$ cat src/rtl/debounce_edge_pkg.sv
// rtl/debounce_edge_pkg.sv - shared state encodings and default parameters for debounce_edge
package debounce_edge_pkg;

  typedef enum logic [1:0] {
    STABLE_LO = 2'd0,
    CHECK_HI  = 2'd1,
    STABLE_HI = 2'd2,
    CHECK_LO  = 2'd3
  } state_t;

  localparam int DEF_STABLE_CYCLES = 4;
  localparam int DEF_EDGE_W        = 8;

endpackage

$ cat src/rtl/debounce_edge_stable_counter.sv
// rtl/debounce_edge_stable_counter.sv - qualification counter: clear, load-to-1, increment, terminal count
module stable_counter #(
  parameter int STABLE_CYCLES = 4,
  parameter int CW            = (STABLE_CYCLES > 1) ? $clog2(STABLE_CYCLES) : 1
) (
  input  logic          clk,
  input  logic          reset,
  input  logic          clr,
  input  logic          load1,
  input  logic          inc,
  output logic [CW-1:0] cnt,
  output logic          tc
);

  always_ff @(posedge clk) begin
    if (!reset || clr) begin
      cnt <= '0;
    end else if (load1) begin
      cnt <= CW'(1);
    end else if (inc) begin
      cnt <= cnt + CW'(1);
    end
  end

  assign tc = (cnt == CW'(STABLE_CYCLES - 1));

endmodule

$ cat src/rtl/debounce_edge.sv
// rtl/debounce_edge.sv - glitch filter with registered level, rise/fall pulses and rising-edge counter
module debounce_edge
  import debounce_edge_pkg::*;
#(
  parameter int STABLE_CYCLES = DEF_STABLE_CYCLES,
  parameter int EDGE_W        = DEF_EDGE_W
) (
  input  logic              clk,
  input  logic              reset,
  input  logic              din,
  output logic              q,
  output logic              rise,
  output logic              fall,
  output logic              busy,
  output logic [EDGE_W-1:0] edge_cnt
);

  if (STABLE_CYCLES < 2 || STABLE_CYCLES > 255) begin : g_bad_stable_cycles
    $error("debounce_edge: STABLE_CYCLES must be in 2..255");
  end

  localparam int CW = $clog2(STABLE_CYCLES);

  state_t        state;
  logic          cnt_clr;
  logic          cnt_load;
  logic          cnt_inc;
  logic          cnt_tc;
  logic [CW-1:0] cnt;

  stable_counter #(
    .STABLE_CYCLES (STABLE_CYCLES),
    .CW            (CW)
  ) u_cnt (
    .clk   (clk),
    .reset (reset),
    .clr   (cnt_clr),
    .load1 (cnt_load),
    .inc   (cnt_inc),
    .cnt   (cnt),
    .tc    (cnt_tc)
  );

  // Counter follows the FSM decision for this edge; it restarts at 1 on each new candidate.
  always_comb begin
    cnt_clr  = 1'b0;
    cnt_load = 1'b0;
    cnt_inc  = 1'b0;
    case (state)
      STABLE_LO: cnt_load = din;
      CHECK_HI: begin
        if (!din || cnt_tc) cnt_clr = 1'b1;
        else                cnt_inc = 1'b1;
      end
      STABLE_HI: cnt_load = !din;
      CHECK_LO: begin
        if (din || cnt_tc) cnt_clr = 1'b1;
        else               cnt_inc = 1'b1;
      end
    endcase
  end

  always_ff @(posedge clk) begin
    if (!reset) begin
      state    <= STABLE_LO;
      q        <= 1'b0;
      rise     <= 1'b0;
      fall     <= 1'b0;
      busy     <= 1'b0;
      edge_cnt <= '0;
    end else begin
      rise <= 1'b0;
      fall <= 1'b0;
      case (state)
        STABLE_LO: begin
          if (din) begin
            state <= CHECK_HI;
            busy  <= 1'b1;
          end
        end
        CHECK_HI: begin
          if (!din) begin
            state <= STABLE_LO;
            busy  <= 1'b0;
          end else if (cnt_tc) begin
            state    <= STABLE_HI;
            q        <= 1'b1;
            rise     <= 1'b1;
            busy     <= 1'b0;
            edge_cnt <= edge_cnt + EDGE_W'(1);
          end
        end
        STABLE_HI: begin
          if (!din) begin
            state <= CHECK_LO;
            busy  <= 1'b1;
          end
        end
        CHECK_LO: begin
          if (din) begin
            state <= STABLE_HI;
            busy  <= 1'b0;
          end else if (cnt_tc) begin
            state <= STABLE_LO;
            q     <= 1'b0;
            fall  <= 1'b1;
            busy  <= 1'b0;
          end
        end
      endcase
    end
  end

endmodule

$ cat config.mk
export PLATFORM = sky130hd
export DESIGN_NAME = debounce_edge
export DESIGN_NICKNAME = d
export VERILOG_FILES = /design/src/rtl/debounce_edge_pkg.sv /design/src/rtl/debounce_edge_stable_counter.sv /design/src/rtl/debounce_edge.sv
export SDC_FILE = /design/constraint.sdc
export NUM_CORES = 1
export LEC_CHECK = 0
export CAP_MARGIN = 15
export CORE_MARGIN = 3
export CORE_UTILIZATION = 30
export CTS_CLUSTER_SIZE = 12
export DETAILED_ROUTE_END_ITERATION = 12
export DONT_BUFFER_PORTS = 1
export MAX_ROUTING_LAYER = met4
export PLACE_DENSITY = 0.48
export SLEW_MARGIN = 20
export SYNTH_ARGS = -nofsm -noshare
export SYNTH_HDL_FRONTEND = slang
export SYNTH_SLANG_ARGS = --single-unit
$ cat constraint.sdc
create_clock -name clk -period 1.92 [get_ports clk]
set_input_delay 0.096 -clock clk [delete_from_list [all_inputs] [get_ports clk]]
set_output_delay 0.096 -clock clk [all_outputs]
set_load 0.005 [all_outputs]
==> run metrics <==
worst r2r dst fall; Max Cap Viol 0; Synth Warn # 0; r2r startpoint u_cnt.cnt[0]; DRC 0; FF-to-FF path depth 4; Final Skew 0.00244 ns; DR WL met2 598 µm; Peak VDD IR 0.000309 V; hold_sp din; main combinational cell family by area after synthesis simple AND/OR/NAND/NOR gates; Post-Synth Simple-Gate Area 21.0%; Final Wtd Congestion 0.674; Overall Power 0.000545 W; ANT cells 0; Pwr per Cell Area 713 nW/µm²; GRT Total Usage 11.8%; total CTS buffers 3; min cycle time layout 1.57 ns; final hold vios 0; required time worst endpoint 2.15 ns; final worst setup slack 0.345 ns; DP HPWL 992 µm; Sw Share 22.1%; vias per cell 5.08; mapped cell area 697 µm²; first-pass GRT wire length 2370 µm; Adder-Cell Fraction of Synth Area 3.59%; clk root buf clkbuf_4; syn_nets 80; CTS tree built; hold_ws 0.0613 ns; combinational share of power 4.9%; met3 WL post-DR 78 µm; Seq pwr share 63.6%; top layer in use met4; Final #Nets 86; Netlist cell types 27; Max clock buf depth 2; Worst Path Arrival 1.80 ns; Synth Area in Compound Gates 16.3%; CP Launch Type register; Die Width 54.2 µm; Critical Path Start u_cnt.cnt[0]; vias in the first global route 490; Die ar. 2940 µm²; Clock Power Share 31.5%; M1 wire length 733 µm; relative slew slack 73.7%; IO Pins 15; Core Rows 16; PortBufs 0; Sum Neg Setup Slack 0 ns; hold worst-path end q; Synth Area per Inst 9.29 µm²; P_leak 0.270 nW; wire per inst 13.5 µm; multiplexer share of the synthesized area 2.87%; Period Utilization, post-route 82.0%; layout cells sized above 1 7.59%; Net Switching 0.000120 W; clk sinks 16; clk_lat worst skew 0.28 ns; WL final 1430 µm; RSZ-0062 raised after global routing no; Core ar. 2080 µm²; Synth Instances 75; worst-path maximum fanout 6; CTS resizes 0; drt pass-1 iters 4; H-Tree Depth 1; Hold Path Stages 2; initial antenna violation count 0; final setup fails 0; pre-CTS WS 0.377 ns; Slew Viols, Final 0; Starting Density 33.5%; Seq cells post-synth 16; hold crit path type primary input to register; DRT antenna net count 0; sequential share of the synthesized area 46.0%; area grow syn2layout 9.69%; internal power 0.000425 W; Reg2Reg Setup Slack 0.35 ns; XOR/XNOR Fraction of Synth Area 3.77%; Setup crit end kind register; Max Clock Freq 0.635 GHz; Slew @ Worst Pin 0.394 ns; via count 538; final core utilization 36.7%; Overflow after GRT 0; CTS clock-pin slew for the worst setup and hold paths 0.09 ns; crit path kind register to register; drt initial violations 15; outcome complete, no violations; largest net degree at the start of global routing 13; Die H 54.2 µm
[flip-flops by register name, indices dropped and copies added (netlist names), named ones only]
name	flops
busy	1
edge_cnt	8
fall	1
q	1
rise	1
state	1
u_cnt.cnt	2
[metrics by stage]
step | cells | cell area (µm²)
after floorplan | 75 | 697
after global placement | 100 | 712
after detailed placement | 100 | 712
after CTS | 106 | 764
after global routing | 106 | 764
final | 106 | 764
[power by group through the flow]
stage	logic, W	registers [W]	clock network (W)
global route	0.0000296	0.000349	0.000195
CTS	0.0000266	0.000347	0.000184
floorplan	0.0000180	0.000353	0
detailed placement	0.0000211	0.000355	0
finish	0.0000267	0.000347	0.000172
global placement	0.0000210	0.000354	0
[Yosys cell counts (all sizes together)]
master,count,area [µm²]
nand2,4,15.0
o21ai,6,30.0
o211a,1,10.0
nand4,1,6.26
clkbuf,1,3.75
nor2,4,15.0
nand3,3,20.0
or3,3,18.8
or4,2,15.0
nor4,1,6.26
buf,2,22.5
xor2,2,17.5
a21oi,8,40.0
nor3,1,5.00
nand4b,2,17.5
a32o,1,10.0
and3,1,6.26
ha,2,25.0
nand3b,2,15.0
a21o,1,8.76
xnor2,1,8.76
nand2b,1,6.26
mux2i,2,20.0
dfxtp,16,320
inv,5,18.8
o31ai,2,15.0
[worst max path at each step]
stage / to / slack, ns / depth (start not counted)
2_1_floorplan: edge_cnt[3] / 0.55 / 5
3_3_place_gp: edge_cnt[3] / 0.43 / 5
3_5_place_dp: edge_cnt[3] / 0.38 / 5
4_1_cts: edge_cnt[3] / 0.35 / 5
5_1_grt: fall / 0.19 / 4
6_report: fall / 0.35 / 4
[logic make-up after synthesis]
| group | after synthesis |
|---|---|
| and+or+nand+nor | 25 |
| AOI/OAI and AO/OA | 19 |
| DFF | 16 |
| buffers and inverters | 8 |
| xor gates and xnor gates | 3 |
| muxes | 2 |
| adders and majority gates | 2 |
[layer usage]
layer / up-vias / GRT usage (%)
met1: 247 / 15.7
met4: 0 / 3.73
met5: - / -
li1: 277 / -
met3: 2 / 6.09
met2: 12 / 15.1
[layout by cell type (no fill, tap or decap), types with 2 or more instances in the layout]
cell,instances
nand2_1,4
dfxtp_1,16
o31ai_1,2
o21ai_0,6
mux2i_1,2
nand4b_1,2
xor2_1,2
nand3_1,2
nor2_1,4
inv_1,5
ha_1,2
clkbuf_4,3
or4_1,2
or3_1,3
a21oi_1,8
dlygate4sd3_1,3
nand3b_1,2
[final cells by class]
type                    instances  area (µm²)
flip-flops and latches         16         320
multi-input cells              51         332
fillers                       235        1320
clock buffers                   3        22.5
inverters                       5        18.8
repair buffers                  4        37.5
well taps                      27        33.8
[worst max-delay path, stage by stage (launching register included)]
cell and delay, ns:
dfxtp_1 0.36, ha_1 0.27, nand2_1 0.14, nor3_1 0.18, dlygate4sd3_1 0.57
[repair_timing]
| action | in CTS | in global routing |
|---|---|---|
| endpoints found under the hold margin | 6 | 0 |
| hold buffers | 3 | 0 |
| setup buffers | 0 | 0 |
| endpoints found under the setup margin | 0 | 0 |
Power figures use the tool's default switching activity.
